<file path="src/rtl/oflow_apb_cfg_arb.sv">
`default_nettype none
// +-----------------------------------------------------------------------------+
// | Module   : oflow_apb_cfg_arb                                                |
// | Brief    : Two-requester round-robin APB master with ready-timeout.         |
// | Revision : 1.0                                                              |
// +-----------------------------------------------------------------------------+
module oflow_apb_cfg_arb #(
   parameter int ADDR_LEN    = 10,
   parameter int DATA_LEN    = 32,
   parameter int TIMEOUT_CYC = 16
) (
   input  logic                clk,
   input  logic                reset_N,
   // requester 0
   input  logic                r0_valid,
   input  logic                r0_write,
   input  logic [ADDR_LEN-1:0] r0_addr,
   input  logic [DATA_LEN-1:0] r0_wdata,
   output logic                r0_ready,
   output logic                r0_done,
   output logic [DATA_LEN-1:0] r0_rdata,
   output logic                r0_err,
   // requester 1
   input  logic                r1_valid,
   input  logic                r1_write,
   input  logic [ADDR_LEN-1:0] r1_addr,
   input  logic [DATA_LEN-1:0] r1_wdata,
   output logic                r1_ready,
   output logic                r1_done,
   output logic [DATA_LEN-1:0] r1_rdata,
   output logic                r1_err,
   // APB master
   output logic                apb_psel,
   output logic                apb_penable,
   output logic                apb_pwrite,
   output logic [ADDR_LEN-1:0] apb_addr,
   output logic [DATA_LEN-1:0] apb_pwdata,
   input  logic                apb_pready,
   input  logic [DATA_LEN-1:0] apb_prdata,
   output logic                busy
);

   localparam int CNT_W = $clog2(TIMEOUT_CYC + 1);
   localparam logic [CNT_W-1:0] C_CNT_LAST = CNT_W'(TIMEOUT_CYC - 1);
   localparam logic [CNT_W-1:0] C_CNT_ONE  = CNT_W'(1);

   typedef enum logic [1:0] {
      ST_IDLE   = 2'd0,
      ST_SETUP  = 2'd1,
      ST_ACCESS = 2'd2
   } state_t;

   state_t              state_q,   state_d;
   logic                pref_r1_q, pref_r1_d;
   logic                owner_q,   owner_d;
   logic [CNT_W-1:0]    cnt_q,     cnt_d;
   logic                pwrite_q,  pwrite_d;
   logic [ADDR_LEN-1:0] addr_q,    addr_d;
   logic [DATA_LEN-1:0] pwdata_q,  pwdata_d;
   logic                done0_q,   done0_d;
   logic                done1_q,   done1_d;
   logic [DATA_LEN-1:0] rdata0_q,  rdata0_d;
   logic [DATA_LEN-1:0] rdata1_q,  rdata1_d;
   logic                err0_q,    err0_d;
   logic                err1_q,    err1_d;

   logic                grant0;
   logic                grant1;
   logic                idle;
   logic                xfer_end;
   logic                xfer_err;
   logic [DATA_LEN-1:0] xfer_rdata;

   // On a tie the requester not served last wins; grants are mutually exclusive.
   always_comb begin
      grant0 = r0_valid & (~r1_valid | ~pref_r1_q);
      grant1 = r1_valid & (~r0_valid |  pref_r1_q);
   end

   assign idle     = (state_q == ST_IDLE);
   assign r0_ready = idle & grant0;
   assign r1_ready = idle & grant1;

   always_comb begin
      state_d    = state_q;
      pref_r1_d  = pref_r1_q;
      owner_d    = owner_q;
      cnt_d      = cnt_q;
      pwrite_d   = pwrite_q;
      addr_d     = addr_q;
      pwdata_d   = pwdata_q;
      done0_d    = 1'b0;
      done1_d    = 1'b0;
      rdata0_d   = rdata0_q;
      rdata1_d   = rdata1_q;
      err0_d     = err0_q;
      err1_d     = err1_q;
      xfer_end   = 1'b0;
      xfer_err   = 1'b0;
      xfer_rdata = '0;

      case (state_q)
         ST_IDLE: begin
            if (grant0 | grant1) begin
               state_d   = ST_SETUP;
               owner_d   = grant1;
               pref_r1_d = grant0;
               pwrite_d  = grant1 ? r1_write : r0_write;
               addr_d    = grant1 ? r1_addr  : r0_addr;
               pwdata_d  = grant1 ? r1_wdata : r0_wdata;
            end
         end
         ST_SETUP: begin
            state_d = ST_ACCESS;
         end
         ST_ACCESS: begin
            cnt_d = cnt_q + C_CNT_ONE;
            // A ready on the final allowed cycle still counts as a success.
            if (apb_pready) begin
               xfer_end   = 1'b1;
               xfer_rdata = pwrite_q ? '0 : apb_prdata;
            end else if (cnt_q == C_CNT_LAST) begin
               xfer_end = 1'b1;
               xfer_err = 1'b1;
            end
            if (xfer_end) begin
               state_d = ST_IDLE;
               cnt_d   = '0;
            end
         end
         default: begin
            state_d = ST_IDLE;
            cnt_d   = '0;
         end
      endcase

      if (xfer_end) begin
         if (owner_q) begin
            done1_d  = 1'b1;
            rdata1_d = xfer_rdata;
            err1_d   = xfer_err;
         end else begin
            done0_d  = 1'b1;
            rdata0_d = xfer_rdata;
            err0_d   = xfer_err;
         end
      end
   end

   always_ff @(posedge clk) begin
      if (reset_N) begin
         state_q   <= ST_IDLE;
         pref_r1_q <= 1'b0;
         owner_q   <= 1'b0;
         cnt_q     <= '0;
         pwrite_q  <= 1'b0;
         addr_q    <= '0;
         pwdata_q  <= '0;
         done0_q   <= 1'b0;
         done1_q   <= 1'b0;
         rdata0_q  <= '0;
         rdata1_q  <= '0;
         err0_q    <= 1'b0;
         err1_q    <= 1'b0;
      end else begin
         state_q   <= state_d;
         pref_r1_q <= pref_r1_d;
         owner_q   <= owner_d;
         cnt_q     <= cnt_d;
         pwrite_q  <= pwrite_d;
         addr_q    <= addr_d;
         pwdata_q  <= pwdata_d;
         done0_q   <= done0_d;
         done1_q   <= done1_d;
         rdata0_q  <= rdata0_d;
         rdata1_q  <= rdata1_d;
         err0_q    <= err0_d;
         err1_q    <= err1_d;
      end
   end

   assign apb_psel    = ~idle;
   assign apb_penable = (state_q == ST_ACCESS);
   assign apb_pwrite  = pwrite_q;
   assign apb_addr    = addr_q;
   assign apb_pwdata  = pwdata_q;
   assign busy        = ~idle;

   assign r0_done  = done0_q;
   assign r0_rdata = rdata0_q;
   assign r0_err   = err0_q;
   assign r1_done  = done1_q;
   assign r1_rdata = rdata1_q;
   assign r1_err   = err1_q;

endmodule
`default_nettype wire

</file>
<file path="config.mk">
export PLATFORM = sky130hd
export DESIGN_NAME = oflow_apb_cfg_arb
export DESIGN_NICKNAME = d
export VERILOG_FILES = /design/src/rtl/oflow_apb_cfg_arb.sv
export SDC_FILE = /design/constraint.sdc
export NUM_CORES = 1
export LEC_CHECK = 0
export CAP_MARGIN = 20
export CORE_MARGIN = 5
export CORE_UTILIZATION = 47
export DETAILED_ROUTE_END_ITERATION = 12
export HOLD_SLACK_MARGIN = 0.1
export PLACE_DENSITY = 0.91
export SETUP_SLACK_MARGIN = 0.1
export SLEW_MARGIN = 20
export SYNTH_ARGS = -nofsm -noshare
export SYNTH_HDL_FRONTEND = slang
export SYNTH_SLANG_ARGS = --single-unit
</file>
<file path="constraint.sdc">
create_clock -name clk -period 3 [get_ports clk]
set_input_delay 0.6 -clock clk [delete_from_list [all_inputs] [get_ports clk]]
set_output_delay 0.6 -clock clk [all_outputs]
set_load 0.02 [all_outputs]
</file>
# --- Word-level counts from Yosys, hierarchy flattened ---
# Cells that the tools add are included.
totals:
  input_bits: 123
  elab_cells: 58
  reg_bits: 120
  output_inout_bits: 116
classes:
  reduce_logical: 7
  eq_ne: 5
  n_mux: 19
  n_addsub: 1
  bitwise_logic: 13
ops:
  columns: ["op", "count"]
  rows:
  - ["32-bit 2-to-1 mux", 4]
  - ["10-bit 2-to-1 mux", 1]
  - ["5-bit one-hot mux with 2 select lines", 1]
  - ["1-bit 2-to-1 mux", 9]
  - ["2-bit AND reduction", 4]
  - ["1-bit inverter", 6]
  - ["2-bit one-hot mux with 3 select lines", 1]
  - ["5-bit by 1-bit adder with 5-bit output, second input constant", 1]
  - ["5-bit by 4-bit equality test with 1-bit output, second input constant", 1]
  - ["5-bit 2-to-1 mux", 1]
  - ["1-bit bitwise AND", 4]
  - ["2-bit 2-to-1 mux", 2]
  - ["2-bit by 1-bit inequality test with 1-bit output, second input constant", 2]
  - ["2-bit OR reduction", 2]
  - ["1-bit bitwise OR", 3]
  - ["2-bit by 1-bit equality test with 1-bit output, second input constant", 1]
  - ["2-bit equality test, second input constant", 1]
  - ["2-bit zero test", 1]

# --- Depth between registers and ports, before layout ---
logic_depth:
  word_depth: 7
  ltp_mapped: 9
  depth_no_buf: 6

# --- Least setup slack after synthesis ---
# OpenSTA, ideal clock, no wires.
synth_path:
  path_type: "input -> output"
  startpoint: "input port r0_valid"
  endpoint: "output port r0_ready"
  stages: 2
  path_slack_ns: 1.002
  path_buffers: 0
  required_ns: 2.400
  t_arrival_ns: 1.398
  path_cell_list: "or3b_2 -> a21oi_1"
synth_via:
  elab_chain_cells: 2
synth_lines:
  columns: ["element", "line_no", "text"]
  rows:
  - ["start: declaration", "15", "input logic r0_valid,"]
  - ["1-bit bitwise AND", "76", "grant0 = r0_valid & (~r1_valid | ~pref_r1_q);"]
  - ["1-bit bitwise AND", "81", "assign r0_ready = idle & grant0;"]
  - ["end: declaration", "19", "output logic r0_ready,"]
# No other way between the ends.

# --- Worst setup path in the final report ---
layout_path:
  startpoint: "input port r0_valid"
  endpoint: "output port r1_ready"
layout_via:
  elab_chain_cells: 4
layout_lines:
  columns: ["element", "line_no", "text"]
  rows:
  - ["1-bit inverter", "77", "grant1 = r1_valid & (~r0_valid | pref_r1_q);"]
  - ["1-bit bitwise OR", "77", null]
  - ["1-bit bitwise AND", "77", null]
  - ["1-bit bitwise AND", "82", "assign r1_ready = idle & grant1;"]
  - ["end: declaration", "28", "output logic r1_ready,"]
# No other way between the ends.

==> results.cfg <==
[run_status]
status = complete, no violations

[critical_path]
crit_type = primary input to output port
reg2reg_from = state_q[1]
reg2reg_depth = 4
cp.required_ns = 2.40
startpoint_type = primary input
cp-end-kind = output port
ff2ff_setup_slack_ns = 0.68
cp_data_arrival_time_ns = 2.23
path_max_fanout = 3
worst_r2r_endpoint = apb_pwdata[9]

[yosys]
synth_compound_area_share_pct = 32.66
synth.distinct_cells = 36
yosys.area_share.simple_pct = 18.88
synth-seq-area-share_pct = 39.92
syn_inst = 663
synth_top_family_by_area = compound AO/OA/AOI/OAI gates
syn_nets = 788
synth_xor_xnor_area_share_pct = 0
muxShareOfSynthArea_pct = 0
synth_area_leaders = dfxtp_1 40%, a311oi_2 9.7%, a21oi_1 9.3%
syn-cell-area_sq_um = 6018
syn_avg_cell_area_sq_um = 9.077
yosysTopAreaCell = dfxtp_1
synth_seq_cells = 120
synth_top_area_share_pct = 39.92
synth_fa_ha_area_share_pct = 0.4158
yosysWarnings = 0

[floorplanning]
num_rows = 41
core-area_sq_um = 12570
fp.dieH_um = 123.2
start_util_pct = 47.88
dieWidth_um = 123.2
io_pins = 239
dieArea_sq_um = 15170

[job]
cap_violations = 0

[timing]
skew_ns = 0.006679
period_share_pct = 94.26
setup_viol = 0
hold_violations = 0
setup_tns_ns = 0
slew_viol_final = 0
worst_pin_slew_ns = 0.7773
max_freq_ghz = 0.3536
min_period_ns = 2.828
rsz0062_at_grt = no
relSlewSlack_pct = 48.18

[min_path]
min_from = r0_rdata[10]
holdPathStages = 2
hold_path.class = register to register
hold_end = r0_rdata[10]

[place]
portBuffers = 238
place_congestion = 0.7764
dp_hpwl_um = 13210

[cts]
clk-insertion-delay-late_ns = 0.41
clkTransAtPathRegs_ns = 0.05
cts_made_buffers = 17
cts_resized = 1
h-tree-depth = 4
clock_sinks = 120
cts_tree = yes
cts_hold_repair.buffers = 0
cts_buffer_depth = 2
root_buffer = clkbuf_16
post_cts.repair.setup_buffers = 0

[layout]
layout.nets = 968
antennaDiodeCount = 0
drive_gt1_share_pct = 11.57
final_core_util_pct = 71.25
synthToLayoutAreaGrowth_pct = 48.79

[global_route]
grt_max_degree = 87
grt_pass1_vias = 6009
track_usage_pct = 25.80
grt_pass1_wl_um = 30730
antenna_found_initial = 0
globalRouteOverflowTotal = 0

[routing]
via_per_inst = 6.076
post-route-drc-count = 0
vias = 6246
first_iter_violations = 625
first_pass_iters = 5
wl_per_cell_um = 19.78
routed_wl_um = 20330
ant_nets = 0

[pwr]
p_per_area_nw_per_um2 = 541.8
worst_ir_drop_vdd_mv = 0.3927
leakage_nw = 2.987
[metrics by stage]
| step | instances | hold slack [ns] | power, mW | cell area, sq um | setup slack (ns) |
|---|---|---|---|---|---|
| 2_1_floorplan | 663 | 0.4610 | 2.380 | 6018 | 1.002 |
| 3_3_place_gp | 996 | 0.4534 | 2.804 | 8364 | 0.1329 |
| 3_5_place_dp | 996 | 0.4585 | 2.819 | 8364 | 0.09025 |
| 4_1_cts | 1028 | 0.4658 | 4.875 | 8955 | 0.1736 |
| 5_1_grt | 1028 | 0.4790 | 5.030 | 8955 | 0.1184 |
| 6_report | 1028 | 0.4620 | 4.852 | 8955 | 0.1722 |
[placed cells by master, fill, tap and decap left out, drive strengths merged, types with 7 or more instances in the layout]
cell	count
clkdlybuf4s50	236
dfxtp	120
a21oi	112
nand4	64
o31ai	64
a311oi	46
nand3b	44
o21ai	43
and3b	32
clkbuf	24
buf	23
inv	7
[Yosys cell counts, drive strengths merged]
| master | instances |
|---|---|
| dfxtp | 120 |
| a21oi | 112 |
| nand4 | 64 |
| o31ai | 64 |
| clkbuf | 53 |
| a311oi | 46 |
| buf | 46 |
| nand3b | 44 |
| o21ai | 43 |
| and3b | 32 |
| inv | 7 |
| a31oi | 4 |
| nand2 | 4 |
| nor2 | 4 |
| and3 | 2 |
| ha | 2 |
| nor2b | 2 |
| nor4 | 2 |
| or2 | 2 |
| a32oi | 1 |
| and2 | 1 |
| nand2b | 1 |
| nor3 | 1 |
| nor3b | 1 |
| o311a | 1 |
| o311ai | 1 |
| o32a | 1 |
| or3 | 1 |
| or3b | 1 |
[per-layer routing]
| metal | vias to the layer above | GRT usage [%] | wire length (um) |
|---|---|---|---|
| met3 | 40 | 10.34 | 2262 |
| met4 | 0 | 9.827 | 509 |
| li1 | 2939 | - | - |
| met5 | - | 0 | 0 |
| met2 | 280 | 43.19 | 9783 |
| met1 | 2987 | 29.56 | 7775 |
[cell type report]
class | instances | area [sq um]
fill | 920 | 3613
multi-input combinational | 437 | 3149
timing repair buffer | 260 | 2569
sequential | 120 | 2404
clock buffer | 24 | 471.7
tap | 172 | 215.2
clock inverter | 8 | 120.1
inverter | 7 | 26.28
[worst max-delay path, stage by stage]
cell,delay (ns)
clkdlybuf4s50_1,0.44
buf_4,0.15
nor2b_4,0.12
nand3b_1,0.20
inv_1,0.09
clkdlybuf4s50_1,0.63
[where the power goes]
part	internal [mW]	switching [mW]
Sequential	1.68	0.0539
Combinational	0.474	0.584
Clock	1.35	0.712
Total	3.50	1.35
[cells by family (layout without fill, tap and decap cells)]
kind of cell / after synthesis / count (layout)
AO/OA/AOI/OAI: 273 / 273
flip-flops: 120 / 120
adder cells (fa/ha/maj): 2 / 2
AND/OR/NAND/NOR: 162 / 162
buffers and inverters: 106 / 299
[worst max-delay path by stage]
stage              from  endpoint  slack, ns  cells after the start
2_1_floorplan  r0_valid  r0_ready       1.00                      2
3_3_place_gp   r0_valid  r0_ready       0.13                      4
3_5_place_dp   r0_valid  r0_ready       0.09                      4
4_1_cts        r0_valid  r1_ready       0.17                      6
5_1_grt        r0_valid  r1_ready       0.12                      6
6_report       r0_valid  r1_ready       0.17                      6
[sequential cells by signal, indices dropped and copies added, names as in the netlist]
name        flops
apb_addr       10
apb_pwdata     32
apb_pwrite      1
cnt_q           5
owner_q         1
pref_r1_q       1
r0_done         1
r0_err          1
r0_rdata       32
r1_done         1
r1_err          1
r1_rdata       32
state_q         2
(Power assumes the default switching activity.)
